===== src/rtl/tank_pkg.sv =====
// Shared types and constants for the tank game round controller.
package tank_pkg;

  typedef enum logic [2:0] {
    IDLE       = 3'd0,
    ROUND_INIT = 3'd1,
    COUNTDOWN  = 3'd2,
    PLAY       = 3'd3,
    RESULT     = 3'd4,
    MATCH_OVER = 3'd5
  } game_state_t;

  localparam logic [1:0] WIN_NONE = 2'd0;
  localparam logic [1:0] WIN_P1   = 2'd1;
  localparam logic [1:0] WIN_P2   = 2'd2;
  localparam logic [1:0] WIN_DRAW = 2'd3;

  // Saturating score increment; never steps past the match limit.
  function automatic logic [3:0] sat_inc(input logic [3:0] value, input logic [3:0] limit);
    if (value < limit) begin
      return value + 4'd1;
    end else begin
      return value;
    end
  endfunction

endpackage


===== src/rtl/frame_timer.sv =====
// Loadable frame_tick down-counter; expired flags the tick that consumes the final frame.
module frame_timer #(
  parameter int W = 8
) (
  input  logic         clk,
  input  logic         reset,
  input  logic         tick,
  input  logic         load,
  input  logic [W-1:0] load_value,
  output logic [W-1:0] value,
  output logic         expired
);

  logic [W-1:0] count_d;
  logic [W-1:0] count_q;

  // Load wins over a coincident tick, so the entry-cycle tick is not counted.
  always_comb begin
    count_d = count_q;
    if (load) begin
      count_d = load_value;
    end else if (tick && (count_q != {W{1'b0}})) begin
      count_d = count_q - {{(W-1){1'b0}}, 1'b1};
    end else begin
      count_d = count_q;
    end
  end

  // Counter register.
  always_ff @(posedge clk) begin
    if (reset) begin
      count_q <= {W{1'b0}};
    end else begin
      count_q <= count_d;
    end
  end

  assign value   = count_q;
  assign expired = tick && (count_q == {{(W-1){1'b0}}, 1'b1});

endmodule


===== src/rtl/round_controller.sv =====
// Match/round sequencing FSM: start, countdown, play, result hold and match over.
module round_controller
  import tank_pkg::*;
#(
  parameter int STEP_FRAMES   = 60,
  parameter int RESULT_FRAMES = 120,
  parameter int WIN_SCORE     = 3
) (
  input  logic       clk,
  input  logic       reset,
  input  logic       frame_tick,
  input  logic       start,
  input  logic       hit_player,
  input  logic       hit_opponent,
  output logic       game_on,
  output logic       round_reset,
  output logic [3:0] score1,
  output logic [3:0] score2,
  output logic [1:0] countdown_digit,
  output logic [1:0] winner,
  output logic [2:0] state
);

  localparam int MAX_FRAMES = (STEP_FRAMES > RESULT_FRAMES) ? STEP_FRAMES : RESULT_FRAMES;
  localparam int CNT_W      = $clog2(MAX_FRAMES + 1);
  localparam logic [CNT_W-1:0] STEP_LOAD   = CNT_W'(STEP_FRAMES);
  localparam logic [CNT_W-1:0] RESULT_LOAD = CNT_W'(RESULT_FRAMES);
  localparam logic [3:0]       WIN_LIMIT   = 4'(WIN_SCORE);

  game_state_t state_d, state_q;
  logic [3:0] score1_d, score1_q, score2_d, score2_q;
  logic [1:0] winner_d, winner_q, digit_d, digit_q;
  logic       game_on_d, game_on_q, round_reset_d, round_reset_q;
  // start_arm holds "start was low last cycle"; cleared by reset so a held button gives no edge.
  logic       start_arm_d, start_arm_q;
  logic       start_edge;
  logic       timer_load;
  logic [CNT_W-1:0] timer_load_value, timer_value;
  logic       timer_expired;

  assign start_edge = start && start_arm_q;

  frame_timer #(.W(CNT_W)) u_frame_timer (
    .clk        (clk),
    .reset      (reset),
    .tick       (frame_tick),
    .load       (timer_load),
    .load_value (timer_load_value),
    .value      (timer_value),
    .expired    (timer_expired)
  );

  // Next-state, score and display logic.
  always_comb begin
    state_d          = state_q;
    score1_d         = score1_q;
    score2_d         = score2_q;
    winner_d         = winner_q;
    digit_d          = digit_q;
    start_arm_d      = ~start;
    timer_load       = 1'b0;
    timer_load_value = {CNT_W{1'b0}};
    case (state_q)
      IDLE: begin
        if (start_edge) begin
          score1_d = 4'd0;
          score2_d = 4'd0;
          winner_d = WIN_NONE;
          state_d  = ROUND_INIT;
        end else begin
          state_d = IDLE;
        end
      end
      ROUND_INIT: begin
        state_d          = COUNTDOWN;
        digit_d          = 2'd3;
        timer_load       = 1'b1;
        timer_load_value = STEP_LOAD;
      end
      COUNTDOWN: begin
        if (timer_expired && (digit_q == 2'd1)) begin
          state_d = PLAY;
          digit_d = 2'd0;
        end else if (timer_expired) begin
          digit_d          = digit_q - 2'd1;
          timer_load       = 1'b1;
          timer_load_value = STEP_LOAD;
        end else begin
          state_d = COUNTDOWN;
        end
      end
      PLAY: begin
        if (hit_player || hit_opponent) begin
          state_d          = RESULT;
          timer_load       = 1'b1;
          timer_load_value = RESULT_LOAD;
          if (hit_player && hit_opponent) begin
            winner_d = WIN_DRAW;
          end else if (hit_opponent) begin
            score1_d = sat_inc(score1_q, WIN_LIMIT);
            winner_d = WIN_P1;
          end else begin
            score2_d = sat_inc(score2_q, WIN_LIMIT);
            winner_d = WIN_P2;
          end
        end else begin
          state_d = PLAY;
        end
      end
      RESULT: begin
        if (timer_expired && ((score1_q == WIN_LIMIT) || (score2_q == WIN_LIMIT))) begin
          state_d  = MATCH_OVER;
          winner_d = (score1_q > score2_q) ? WIN_P1 : WIN_P2;
        end else if (timer_expired) begin
          state_d = ROUND_INIT;
        end else begin
          state_d = RESULT;
        end
      end
      MATCH_OVER: begin
        if (start_edge) begin
          state_d = IDLE;
        end else begin
          state_d = MATCH_OVER;
        end
      end
      default: begin
        state_d = IDLE;
      end
    endcase
    game_on_d     = (state_d == PLAY);
    round_reset_d = (state_d == ROUND_INIT);
  end

  // State and registered outputs.
  always_ff @(posedge clk) begin
    if (reset) begin
      state_q       <= IDLE;
      score1_q      <= 4'd0;
      score2_q      <= 4'd0;
      winner_q      <= WIN_NONE;
      digit_q       <= 2'd0;
      game_on_q     <= 1'b0;
      round_reset_q <= 1'b0;
      start_arm_q   <= 1'b0;
    end else begin
      state_q       <= state_d;
      score1_q      <= score1_d;
      score2_q      <= score2_d;
      winner_q      <= winner_d;
      digit_q       <= digit_d;
      game_on_q     <= game_on_d;
      round_reset_q <= round_reset_d;
      start_arm_q   <= start_arm_d;
    end
  end

  assign game_on         = game_on_q;
  assign round_reset     = round_reset_q;
  assign score1          = score1_q;
  assign score2          = score2_q;
  assign countdown_digit = digit_q;
  assign winner          = winner_q;
  assign state           = state_q;

endmodule


===== config.mk =====
export PLATFORM = sky130hd
export DESIGN_NAME = round_controller
export DESIGN_NICKNAME = d
export VERILOG_FILES = /design/src/rtl/tank_pkg.sv /design/src/rtl/frame_timer.sv /design/src/rtl/round_controller.sv
export SDC_FILE = /design/constraint.sdc
export NUM_CORES = 1
export LEC_CHECK = 0
export ABC_AREA = 1
export CAP_MARGIN = 20
export CORE_UTILIZATION = 45
export CTS_CLUSTER_DIAMETER = 30
export CTS_CLUSTER_SIZE = 28
export DETAILED_ROUTE_END_ITERATION = 7
export PLACE_DENSITY = 0.68
export SYNTH_ARGS = -nofsm -noshare
export SYNTH_HDL_FRONTEND = slang
export SYNTH_SLANG_ARGS = --single-unit

===== constraint.sdc =====
create_clock -name clk -period 1.7 [get_ports clk]
set_clock_uncertainty 0.2 [all_clocks]
set_input_delay 0.34 -clock clk [delete_from_list [all_inputs] [get_ports clk]]
set_output_delay 0.34 -clock clk [all_outputs]
set_load 0.05 [all_outputs]

Word level (Yosys, flattened, before mapping)
Cells that the tools add are included.
{"block": "totals", "register_bits": 25, "latchBits": 0, "ram_bits": 0, "rom_bits": 0, "out_inout_bits": 17, "wordCells": 94, "mem_count": 0}
{"block": "classes", "n_addsub": 4, "multipliers": 0, "n_div": 0, "order_cmp": 3, "n_eq_ne": 20, "shift": 0, "n_mux": 39, "bitwise": 1, "n_reduce_logical": 18}
{"cell": "$mux W4", "n": 9}
{"cell": "$mux W7", "n": 3}
{"cell": "$pmux W7 S3", "n": 1}
{"cell": "$mux W3", "n": 6}
{"cell": "$pmux W3 S6", "n": 1}
{"cell": "$mux W2", "n": 8}
{"cell": "$ne A2 B2 Y1 const B", "n": 8}
{"cell": "$pmux W4 S2", "n": 2}
{"cell": "$mux W6", "n": 2}
{"cell": "$reduce_and A6 Y1", "n": 2}
{"cell": "$eq A3 B2 Y1 const B", "n": 3}
{"cell": "$add A4 B1 Y4 const B", "n": 2}
{"cell": "$eq A4 B2 Y1 const B", "n": 2}
{"cell": "$lt A4 B2 Y1 const B", "n": 2}
{"cell": "$eq A7 B1 Y1 const B", "n": 1}
{"cell": "$reduce_bool A7 Y1", "n": 1}
{"cell": "$sub A7 B1 Y7 const B", "n": 1}
{"cell": "$eq A3 B1 Y1 const B", "n": 2}
{"cell": "$eq A3 B3 Y1 const B", "n": 2}
{"cell": "$logic_and A1 B1 Y1", "n": 6}
{"cell": "$pmux W2 S3", "n": 1}
{"cell": "$reduce_bool A2 Y1", "n": 3}
{"cell": "$gt A4 B4 Y1", "n": 1}
{"cell": "$mux W1", "n": 4}
{"cell": "11 further kinds", "n": 12}

Depth between registers and ports, before layout
{"block": "depth", "ltp_word": 6, "depth_mapped": 13}

Hierarchy
From an unflattened synthesis, not the netlist that was laid out.
{"block": "unflattened", "cells_unflattened": 244, "area_unflattened_um2": 1565.3}
{"module": "round_controller", "instances": 1, "cells_each": 156, "area_per_inst_um2": 1036.0, "seq_area_each_um2": 360.3}
{"module": "frame_timer", "instances": 1, "cells_each": 88, "area_per_inst_um2": 529.3, "seq_area_each_um2": 140.1}

Least setup slack after synthesis
No wires, ideal clock.
{"block": "synth_path", "path_type": "register -> register", "start": "reg score2_q[3] (netlist: score2[3])", "end": "reg winner_q[1] (netlist: winner[1])", "setup_time_ps": 113, "arrival_time_ps": 1618, "t_required_ps": 1387, "slack_ps": -230, "stages_incl_launch_ff": 10, "path_buffers": 0, "synth_period_minus_slack_ps": 1930, "cell_sequence": "dfxtp_1 -> inv_1 -> ha_1 -> nand2_1 -> o21ai_0 -> nand2_1 -> nand2_1 -> nand2_1 -> nor2_1 -> nor2_1"}
{"block": "synth_via", "elab_chain_len": 5, "elab_cells_between_ends": 9, "cone_classes": "order compare: 1; eq/ne: 2; mux: 3; reduce/logical: 3"}
{"element": "from (decl)", "line_no": "round_controller.sv:31", "rtl": "logic [3:0] score1_d, score1_q, score2_d, score2_q;"}
{"element": "from (signal assigned)", "line_no": "round_controller.sv:149", "rtl": "score2_q <= score2_d;"}
{"element": "branches (longest 5 deep; another with $gt A4 B4 Y1)"}
{"element": "to (signal assigned)", "line_no": "round_controller.sv:150", "rtl": "winner_q <= winner_d;"}
{"element": "to (decl)", "line_no": "round_controller.sv:32", "rtl": "logic [1:0] winner_d, winner_q, digit_d, digit_q;"}
Parallel ways; which one is timed is not known. The select of a mux whose other input is x is not followed.
A chain may end at the register's enable or synchronous reset.

Worst setup path in the final report
{"block": "layout_path", "start": "reg u_frame_timer.count_q[1] (netlist: u_frame_timer.value[1])", "end": "reg digit_q[0] (netlist: countdown_digit[0])"}
{"block": "layout_via", "elab_chain_len": 5, "elab_cells_between_ends": 7, "cone_classes": "eq/ne: 2; mux: 2; reduce/logical: 3"}
{"element": "from (decl)", "line_no": "frame_timer.sv:15", "rtl": "logic [W-1:0] count_q;"}
{"element": "from (signal assigned)", "line_no": "frame_timer.sv:32", "rtl": "count_q <= {W{1'b0}};"}
{"element": "from (signal assigned)", "line_no": "frame_timer.sv:34", "rtl": "count_q <= count_d;"}
{"element": "$eq A7 B1 Y1 (*)", "line_no": "frame_timer.sv:39", "rtl": "assign expired = tick && (count_q == {{(W-1){1'b0}}, 1'b1});"}
{"element": "$logic_and A1 B1 Y1 (*)", "line_no": "frame_timer.sv:39"}
{"element": "$logic_and A1 B1 Y1", "line_no": "round_controller.sv:81", "rtl": "if (timer_expired && (digit_q == 2'd1)) begin"}
{"element": "$mux W2 or $ne A3 B3 Y1 (tied branches)"}
{"element": "$pmux W2 S2 or $reduce_and A2 Y1 (tied branches)"}
{"element": "to (signal assigned)", "line_no": "round_controller.sv:151", "rtl": "digit_q <= digit_d;"}
{"element": "to (decl)", "line_no": "round_controller.sv:32"}
Mark *: on every way between the ends. The rest lies on a longest branch, timed or not.

==> run summary <==
Post-Route WL - 3380 um
Worst Setup End Kind - register
H-tree Lvls - 1
Register area - 518.0 um2
Final Power - 2.315 mW
Final hold violation count - 0
CP startpoint - u_frame_timer.value[1]
Fraction of registers with async set/reset - 0
Crit path max-delay family - simple AND/OR/NAND/NOR gates
DR pass1 iterations - 4
Final period utilization - 0.9592
Worst-path clk slew - 0.14 ns
Avg WL per Cell - 10.76 um
CP Launch Type - register
Max-slew violations - 0
Capture point of the critical path - countdown_digit[0]
Die footprint - 3612 um2
Worst-Skew Late Latency - 0.33 ns
Die H - 60.10 um
EDFF count, synth - 0
Cell Area, Synth - 1519 um2
Most area-consuming cells after synthesis - dfxtp_1, nand2_1, ha_1, inv_1, nor2_1
Tightest Pin Transition - 0.2925 ns
Max Cap Viol - 0
Vias per cell - 4.739
Most numerous cell in the Yosys netlist - nand2_1
Routed via count - 1488
Initial cell density of the core - 0.4856
Net count, final - 287
CTS tree - done
Slew margin rel. - 0.8047
Clock Path Buffers - 2
Setup-violating endpoint count in the final report - 0
Hold-fix buffers at CTS - 0
Initial antenna violation count - 0
Syn-to-layout area delta - 45.88%
Maximum VDD drop - 713.8 uV
Grt ovf - 0
Worst min-delay path class - reg2reg
R2R depth - 11
Syn Area/Cell - 6.691 um2
PwrDens - 1045 nW/um2
Fraction of post-synthesis cell area in the top cell type by area - 0.3295
Clock root buffer - clkbuf_4
Pleak - 1.069 nW
Syn Nets - 243
Fin util - 0.7084
CP Class - reg2reg
Number of buffers and inverters on the critical path - 3
DP HPWL - 2631 um
Die Span X - 60.10 um
Yosys top cell by area - dfxtp_1
Layout cells sized above 1 - 0.3556
Reg-to-reg startpoint - u_frame_timer.value[1]
WP depth - 11
Site Rows - 20
Yosys warnings - 0
CP cell instances - inv_2 > ha_4 > nand2_2 > inv_2 > nand2_4 > nor2_4 > buf_4 > nand2_1 > nand2_1 > o21ai_0 > a21oi_1
Yosys reg bits - 25
Global-route usage over all layers - 0.2022
Period minus WS final - 1.631 ns
Core area - 3128 um2
Critical path arrival - 1.70 ns
Seq/Total Area, Yosys - 0.3295
Crit-path slowest cell - dfxtp_2
Fillers - 259
Iteration-0 DRC count of the detailed router - 49
Crit-path max FO - 5
Ant diodes - 0
Clock sinks - 25
R2R Path End - countdown_digit[0]
Post-synthesis cell type count - 28
Mapped Cells - 227
R2r setup slk - 0.07 ns
Pin count of the biggest net entering global routing - 14
Buffers on Ports - 22
Routed Antenna Nets - 0
Area taken by multi-input logic gates - 923.4 um2
Hold Crit Depth - 2
Post-synth top cells - nand2_1, inv_1, dfxtp_1
First-pass GRT wire length - 5520 um
Vias in the first global route - 1339
Clock buffer count from CTS - 3
Critical Path RT - 1.77 ns
Max Freq - 613.3 MHz
DRC - 0
GPL Wtd Cong - 0.8333
Synth Flop Type - dfxtp_1
Status - complete, no violations
IO Pins - 23
Slowest stage delay, CP - 0.35 ns
==> metrics by stage <==
step	setup TNS [ns]	instance area (um2)	hold WS, ns	worst slack, ns	std cells
floorplan	-0.03350	1531	0.2124	-0.03350	227
finish	0	2216	0.3166	0.06936	314
global placement	-1.910	2090	0.3062	-0.1687	308
detailed placement	-2.276	2090	0.3041	-0.1882	308
global route	-0.2453	2216	0.3549	-0.04272	314
CTS	0	2116	0.3334	0.01793	312
==> cells in the final DEF (no fill, tap or decap), drive strengths merged <==
master,synthesis,final
nand3b,1,1
nor3,8,8
a31oi,2,2
clkdlybuf4s50,0,5
dfxtp,25,25
ha,10,10
a21oi,10,10
o31ai,1,1
or2,1,1
nor2,31,31
o21ai,8,8
inv,42,42
buf,1,36
clkbuf,1,4
nand4,3,3
xor2,1,1
nand3,17,17
nand2,65,65
==> report_power, final <==
group	leakage, nW	internal, mW	switching (mW)
Combinational	0.844	0.531	0.667
Clock	0.0150	0.0922	0.193
Sequential	0.210	0.697	0.134
==> worst min path at each step <==
stage | startpoint | end | slack, ns
floorplan | start | start_arm_q | 0.21
global placement | u_frame_timer.value[6] | u_frame_timer.value[6] | 0.31
detailed placement | u_frame_timer.value[6] | u_frame_timer.value[6] | 0.30
CTS | score1[3] | score1[3] | 0.33
global route | score2[0] | score2[0] | 0.35
finish | u_frame_timer.value[6] | u_frame_timer.value[6] | 0.32
==> cells by family after synthesis <==
logic type / share of synthesized area
flip-flops: 0.3295
adder cells (fa/ha/maj): 0.08237
AND/OR/NAND/NOR: 0.3888
buffers and inverters: 0.1137
AO/OA/AOI/OAI: 0.07990
XOR/XNOR: 0.005767
==> flip-flops by register name, indices dropped and copies added (netlist names) <==
register             cells
game_on                  1
score2                   4
score1                   4
round_reset              1
countdown_digit          2
start_arm_q              1
state                    3
winner                   2
u_frame_timer.value      7
==> final cells by class <==
cell class | instances | share of cell area
Multi-Input combinational cell | 158 | 0.4167
Inverter | 42 | 0.07228
Tap cell | 44 | 0.02484
Clock buffer | 4 | 0.01186
Timing Repair Buffer | 41 | 0.2405
Sequential cell | 25 | 0.2338
==> worst reg2reg max path, delay by kind of cell (launching register included) <==
kind | cells | cell delay, ns
flops | 1 | 0.35
compound gates | 2 | 0.20
fa+ha+maj | 1 | 0.14
buf+inv | 3 | 0.27
simple gates | 5 | 0.42
==> per-layer routing <==
layer | vias to the layer above | GRT usage | part of all wire
li1 | 800 | - | -
met1 | 652 | 0.2608 | 0.48
met2 | 29 | 0.3328 | 0.48
met3 | 7 | 0.02165 | 0.026
met4 | 0 | 0.09635 | 0.020
met5 | - | 0 | 0
==> what timing repair did <==
action,CTS,global route
gates resized for setup,0,28
setup endpoints to repair,0,10
buffers inserted,0,2
Note: power is estimated with default switching activity, not from simulation.
==> RTL edit 1 (same flow settings) <==
`STEP_FRAMES`: 60 -> 90.
--- a/src/rtl/round_controller.sv
+++ b/src/rtl/round_controller.sv
@@ -2,7 +2,7 @@
 module round_controller
   import tank_pkg::*;
 #(
-  parameter int STEP_FRAMES   = 60,
+  parameter int STEP_FRAMES   = 90,
   parameter int RESULT_FRAMES = 120,
   parameter int WIN_SCORE     = 3
 ) (
Behaviour: same outputs for any inputs over 10 cycles, from zero or initial values and one cycle with reset high; that may be too few to reach the edited logic, so the function may still have changed.
==> RTL edit 1 against the unedited design <==
  * Die area decreased by 4.4%
  * Cell area decreased by 4.7%
  * Routed wire length decreased by 6.2%
  * Critical endpoint is now game_on
  * Largest power group unchanged
  * Via count decreased by 5.7%
  * Area after synthesis decreased by 4.5%
  * Critical path type unchanged
  * Sequential cell count unchanged
  * Setup slack improved by 0.017 ns
  * Sequential share of layout area increased by 1.2 points
  * Core utilization decreased by 1.7 points
  * Total power decreased by 10%
  * Highest routed layer unchanged
  * First-iteration DRC count decreased by 29%
  * Sequential power decreased by 4.7%
==> RTL edit 1: results (changes against the unedited design) <==
[metrics] proportion of synthesized chip area in sequential cells: 34.5% (was 32.9%)
[metrics] proportion of layout cells with a drive suffix above 1: 34.3% (was 35.6%)
[metrics] average size of a mapped cell: 6.81 um2 (was 6.69 um2)
[metrics] count of flip-flops with a built-in enable after synthesis: 0 (unchanged)
[metrics] wire length per cell after detailed routing: 10.6 um (was 10.8 um)
[metrics] most common library cells after synthesis: sky130_fd_sc_hd__nand2_1 (48), sky130_fd_sc_hd__inv_1 (30), sky130_fd_sc_hd__nor2_1 (27), sky130_fd_sc_hd__dfxtp_1 (25), sky130_fd_sc_hd__ha_1 (10) (was sky130_fd_sc_hd__nand2_1 (62), sky130_fd_sc_hd__inv_1 (33), sky130_fd_sc_hd__dfxtp_1 (25), sky130_fd_sc_hd__nor2_1 (24), sky130_fd_sc_hd__nand3_1 (14))
[metrics] slew at the pin closest to its max-slew limit: 0.463 ns (was 0.293 ns)
[metrics] number of library cell types mapped by synthesis: 24 (was 28)
[metrics] count of placed standard cells in the final layout, fillers left out: 298 (was 314)
[metrics] via count of the first global-routing pass: 1180 (was 1339)
[metrics] global-route wire length before repair: 5060 um (was 5520 um)
[metrics] net switching power: 0.000899 W (was 0.000994 W)
[metrics] violation count after the first detailed-routing iteration: 35 (was 49)
[metrics] gp weighted congestion: 0.835 (was 0.833)
[metrics] layout filler cell count: 289 (was 259)
[metrics] detailed placer's ending HPWL: 2530 um (was 2630 um)
[metrics] top cells by area, synth: sky130_fd_sc_hd__dfxtp_1 (35%), sky130_fd_sc_hd__nand2_1 (12%), sky130_fd_sc_hd__ha_1 (8.6%), sky130_fd_sc_hd__inv_1 (7.8%), sky130_fd_sc_hd__nor2_1 (7.0%) (was sky130_fd_sc_hd__dfxtp_1 (33%), sky130_fd_sc_hd__nand2_1 (15%), sky130_fd_sc_hd__ha_1 (8.2%), sky130_fd_sc_hd__inv_1 (8.2%), sky130_fd_sc_hd__nor2_1 (5.9%))
[metrics] synthesized net count: 229 (was 243)
[metrics] VDD IR max: 0.482 mV (was 0.714 mV)
[metrics] source-to-sink clock delay at the later pin of the worst-skew pair: 0.34 ns
[metrics] maximum number of pins on one net before global-route repair: 15 (was 14)
[metrics] run status: finished, final reports clean (unchanged)
[metrics] Worst Path Arrival: 1.67 ns (was 1.70 ns)
[metrics] Cells after DPL: 291 (was 308)
[metrics] delay contributed by the slowest stage of the critical path: 0.38 ns (was 0.35 ns)
[metrics] maxcap violations: 0 (unchanged)
[metrics] static leakage: 1.00 nW (was 1.07 nW)
[metrics] overall global routing resource usage: 19.4% (was 20.2%)
[metrics] via count: 1403 (was 1488)
[metrics] net total in the final layout: 271 (was 287)
[metrics] maximum fanout count along the critical path: 5 (unchanged)
==> RTL edit 1: final timing paths <==
check | start | end | slack (ns) | cells past startpoint
min | score2[3] | score2[3] | 0.27 | 2
max | u_frame_timer.value[1] | game_on | 0.09 | 10
min reg2reg | score2[3] | score2[3] | 0.27 | 2
max reg2reg | u_frame_timer.value[1] | game_on | 0.09 | 10
==> RTL edit 1: logic make-up (layout without fill, tap and decap cells) <==
family	count (synthesis)	in the layout	share of synthesized area, %
adder cells (fa/ha/maj)	10	10	8.63
XOR/XNOR	1	1	0.604
AND/OR/NAND/NOR	114	114	36.5
flip-flops	25	25	34.5
buffers and inverters	38	79	9.84
AO/OA/AOI/OAI	25	25	9.92
==> RTL edit 1: cell type report <==
cell class,instances,share of cell area [%]
Multi-Input combinational cell,150,40.6
Sequential cell,25,24.6
Timing Repair Buffer,38,24.2
Inverter,37,6.69
Tap cell,44,2.61
Clock buffer,3,1.07
Clock inverter,1,0.237
==> RTL edit 1: repair_timing <==
action                                  4_1_cts  5_1_grt
gates resized for setup                       1       24
buffers inserted                              0        3
pin swaps                                     1       12
endpoints found under the setup margin        1       15
hold buffers                                  0        0
==> RTL edit 1: tightest hold or removal path: cells and delay by family, from the launching register on <==
family,cells,cell delay (ns)
AND/OR/NAND/NOR,1,0.05
flip-flops,1,0.35
buffers and inverters,1,0.06
==> RTL edit 1: stage by stage <==
stage	cell area [um2]	setup WS (ns)	TNS (ns)
detailed placement	2000	-0.256	-3.46
floorplan	1460	-0.00188	-0.00188
global placement	2000	-0.241	-2.89
CTS	2030	0.00342	0
finish	2110	0.0868	0
global route	2110	-0.0350	-0.120
==> RTL edit 1: layer usage <==
layer / global-route usage, % / vias up / share of wire [%]
met1: 26.7 / 630 / 49
li1: - / 756 / -
met5: 0 / - / 0
met3: 4.62 / 4 / 2.4
met4: 4.08 / 0 / 1.0
met2: 30.8 / 13 / 47
==> RTL edit 1: power groups by stage <==
stage	combinational (W)	clock, W	sequential [W]
floorplan	0.000622	0	0.000827
global placement	0.000896	0	0.000788
detailed placement	0.000910	0	0.000790
CTS	0.000918	0.000283	0.000778
global route	0.00114	0.000307	0.000807
finish	0.00100	0.000280	0.000793
==> RTL edit 2 (same flow settings) <==
Without the edit above. Register the inputs `frame_tick`, `start`, `hit_player` and `hit_opponent` before use, without a reset. The logic sees them one clock later. Comments in the files are not updated.
--- a/src/rtl/round_controller.sv
+++ b/src/rtl/round_controller.sv
@@ -27,6 +27,18 @@
   localparam logic [CNT_W-1:0] RESULT_LOAD = CNT_W'(RESULT_FRAMES);
   localparam logic [3:0]       WIN_LIMIT   = 4'(WIN_SCORE);
 
+  logic frame_tick_q;
+  logic start_q;
+  logic hit_player_q;
+  logic hit_opponent_q;
+
+  always_ff @(posedge clk) begin
+    frame_tick_q   <= frame_tick;
+    start_q        <= start;
+    hit_player_q   <= hit_player;
+    hit_opponent_q <= hit_opponent;
+  end
+
   game_state_t state_d, state_q;
   logic [3:0] score1_d, score1_q, score2_d, score2_q;
   logic [1:0] winner_d, winner_q, digit_d, digit_q;
@@ -38,12 +50,12 @@
   logic [CNT_W-1:0] timer_load_value, timer_value;
   logic       timer_expired;
 
-  assign start_edge = start && start_arm_q;
+  assign start_edge = start_q && start_arm_q;
 
   frame_timer #(.W(CNT_W)) u_frame_timer (
     .clk        (clk),
     .reset      (reset),
-    .tick       (frame_tick),
+    .tick       (frame_tick_q),
     .load       (timer_load),
     .load_value (timer_load_value),
     .value      (timer_value),
@@ -57,7 +69,7 @@
     score2_d         = score2_q;
     winner_d         = winner_q;
     digit_d          = digit_q;
-    start_arm_d      = ~start;
+    start_arm_d      = ~start_q;
     timer_load       = 1'b0;
     timer_load_value = {CNT_W{1'b0}};
     case (state_q)
@@ -90,13 +102,13 @@
         end
       end
       PLAY: begin
-        if (hit_player || hit_opponent) begin
+        if (hit_player_q || hit_opponent_q) begin
           state_d          = RESULT;
           timer_load       = 1'b1;
           timer_load_value = RESULT_LOAD;
-          if (hit_player && hit_opponent) begin
+          if (hit_player_q && hit_opponent_q) begin
             winner_d = WIN_DRAW;
-          end else if (hit_opponent) begin
+          end else if (hit_opponent_q) begin
             score1_d = sat_inc(score1_q, WIN_LIMIT);
             winner_d = WIN_P1;
           end else begin
Behaviour: not the same (Yosys sat finds a counterexample within 4 cycles, from zero or initial values and one cycle with reset high).
==> RTL edit 2 against the unedited design <==
  * Clock power is 49% higher
  * Sequential cell count is 4 higher
  * Setup slack better by 0.032 ns
  * Sequential power is 9.9% higher
  * Die area is 2.1% higher
  * Area after synthesis is 2.2% higher
  * Synthesized cell count is 1.3% lower
  * Core utilization is 1.2 points lower
  * Total power is 4.4% higher
  * Cell area is 0.96% lower
  * Routed wire length is 2.2% lower
  * Critical path type unchanged
  * Critical endpoint is now u_frame_timer.value[3]
  * Largest power group unchanged
==> RTL edit 2: results (changes against the unedited design) <==
[metrics] via count: 1467 (was 1488)
[metrics] gp weighted congestion: 0.833 (about the same)
[metrics] Post-Place Worst Slack: 0.0854 ns (was -0.188 ns)
[metrics] clock-pin slew of the registers on the worst-case setup and hold paths: 0.09 ns (was 0.14 ns)
[metrics] wire length per cell after detailed routing: 11.0 um (was 10.8 um)
[metrics] run status: finished, final reports clean (unchanged)
[metrics] hold_ws: 0.242 ns (was 0.317 ns)
[metrics] via count of the first global-routing pass: 1259 (was 1339)
[metrics] static leakage: 1.00 nW (was 1.07 nW)
[metrics] number of library cell types mapped by synthesis: 24 (was 28)
[metrics] delay contributed by the slowest stage of the critical path: 0.39 ns (was 0.35 ns)
[metrics] VDD IR max: 0.547 mV (was 0.714 mV)
[metrics] Crit Reg-Reg Endpoint: u_frame_timer.value[3] (was countdown_digit[0])
[metrics] Hold/Removal Path Class: input pin to flop (was flop to flop)
[metrics] slowest cell on the critical path: sky130_fd_sc_hd__dfxtp_4 (was sky130_fd_sc_hd__dfxtp_2)
[metrics] detailed placer's ending HPWL: 2460 um (was 2630 um)
[metrics] layout filler cell count: 254 (was 259)
[metrics] worst reg-to-reg path cell count: 10 (was 11)
[metrics] top cells by area, synth: sky130_fd_sc_hd__dfxtp_1 (37%), sky130_fd_sc_hd__nand2_1 (13%), sky130_fd_sc_hd__ha_1 (8.1%), sky130_fd_sc_hd__nor2_1 (7.7%), sky130_fd_sc_hd__inv_1 (7.3%) (was sky130_fd_sc_hd__dfxtp_1 (33%), sky130_fd_sc_hd__nand2_1 (15%), sky130_fd_sc_hd__ha_1 (8.2%), sky130_fd_sc_hd__inv_1 (8.2%), sky130_fd_sc_hd__nor2_1 (5.9%))
[metrics] maximum number of pins on one net before global-route repair: 16 (was 14)
[metrics] net switching power: 0.000985 W (was 0.000994 W)
[metrics] net total in the final layout: 274 (was 287)
[metrics] Crit Path Category: flop to flop (unchanged)
[metrics] most common library cells after synthesis: sky130_fd_sc_hd__nand2_1 (53), sky130_fd_sc_hd__nor2_1 (32), sky130_fd_sc_hd__inv_1 (30), sky130_fd_sc_hd__dfxtp_1 (29), sky130_fd_sc_hd__nand3_1 (15) (was sky130_fd_sc_hd__nand2_1 (62), sky130_fd_sc_hd__inv_1 (33), sky130_fd_sc_hd__dfxtp_1 (25), sky130_fd_sc_hd__nor2_1 (24), sky130_fd_sc_hd__nand3_1 (14))
[metrics] global-route wire length before repair: 5310 um (was 5520 um)
[metrics] Reg2Reg Setup Slack: 0.10 ns (was 0.07 ns)
[metrics] r2r startpoint: u_frame_timer.value[0] (was u_frame_timer.value[1])
[metrics] violation count after the first detailed-routing iteration: 54 (was 49)
[metrics] synthesized net count: 240 (was 243)
[metrics] clock buffer count from CTS: 5 (was 3)
[metrics] proportion of synthesized chip area in sequential cells: 37.4% (was 32.9%)
[metrics] Worst Path Arrival: 1.62 ns (was 1.70 ns)
[metrics] proportion of layout cells with a drive suffix above 1: 30.6% (was 35.6%)
[metrics] slew at the pin closest to its max-slew limit: 0.352 ns (was 0.293 ns)
## RTL edit 2: cell count changes after synthesis, moves of 4 or more
cell	before	now
sky130_fd_sc_hd__nand2_2	2	6
sky130_fd_sc_hd__o21ai_1	1	6
sky130_fd_sc_hd__dfxtp_1	25	29
sky130_fd_sc_hd__nand2_1	62	53
sky130_fd_sc_hd__nor2_1	24	32
sky130_fd_sc_hd__inv_2	9	3
## RTL edit 2: critical path: cells and delay by family (launching register included)
family | cells | cell delay [ns]
simple gates | 8 | 0.64
buf+inv | 1 | 0.06
fa+ha+maj | 1 | 0.19
flops | 1 | 0.39
## RTL edit 2: how the worst min path moves through the flow
| stage | cells past startpoint | to | startpoint |
|---|---|---|---|
| 2_1_floorplan | 0 | frame_tick_q | frame_tick |
| 3_3_place_gp | 1 | start_arm_q | start_q |
| 3_5_place_dp | 1 | start_arm_q | start_q |
| 4_1_cts | 1 | frame_tick_q | frame_tick |
| 5_1_grt | 1 | start_q | start |
| 6_report | 1 | frame_tick_q | frame_tick |
## RTL edit 2: final cells by class
class,count,share of cell area [%]
timing repair buffer,28,19.8
sequential,29,27.7
inverter,33,5.64
multi-input combinational,161,41.8
tap,44,2.51
clock buffer,7,2.51
## RTL edit 2: kinds of logic after synthesis
logic type / share of synthesized area (%)
AO/OA/AOI/OAI: 8.22
AND/OR/NAND/NOR: 36.7
adder cells (fa/ha/maj): 8.06
flip-flops: 37.4
buffers and inverters: 8.46
XOR/XNOR: 1.13
## RTL edit 2: power by group through the flow
stage	combinational, W	clock, W	sequential, W
5_1_grt	0.00121	0.000476	0.000929
3_5_place_dp	0.000951	0	0.000902
3_3_place_gp	0.000946	0	0.000900
6_report	0.00108	0.000425	0.000914
2_1_floorplan	0.000626	0	0.000947
4_1_cts	0.000959	0.000440	0.000886
## RTL edit 2: repair_timing
action                     4_1_cts  5_1_grt
setup endpoints to repair        0       17
gates resized for setup          0       24
setup buffers                    0        1
hold buffers                     0        0
## RTL edit 2: routing by layer
metal / share of wire, % / vias up / wire length (um) / GRT usage [%]
li1: - / 772 / - / -
met1: 49 / 659 / 1640 / 25.3
met3: 5.5 / 2 / 182 / 6.61
met4: 0.73 / 0 / 24 / 6.82
met2: 44 / 34 / 1460 / 31.4
met5: 0 / - / 0 / 0
## RTL edit 2: stage by stage
stage               cells  cell area, um2  utilization [%]
finish                302            2190             69.6
CTS                   300            2100             66.5
global route          302            2190             69.6
floorplan             224            1570                -
detailed placement    293            2040             64.8
global placement      293            2040             64.8
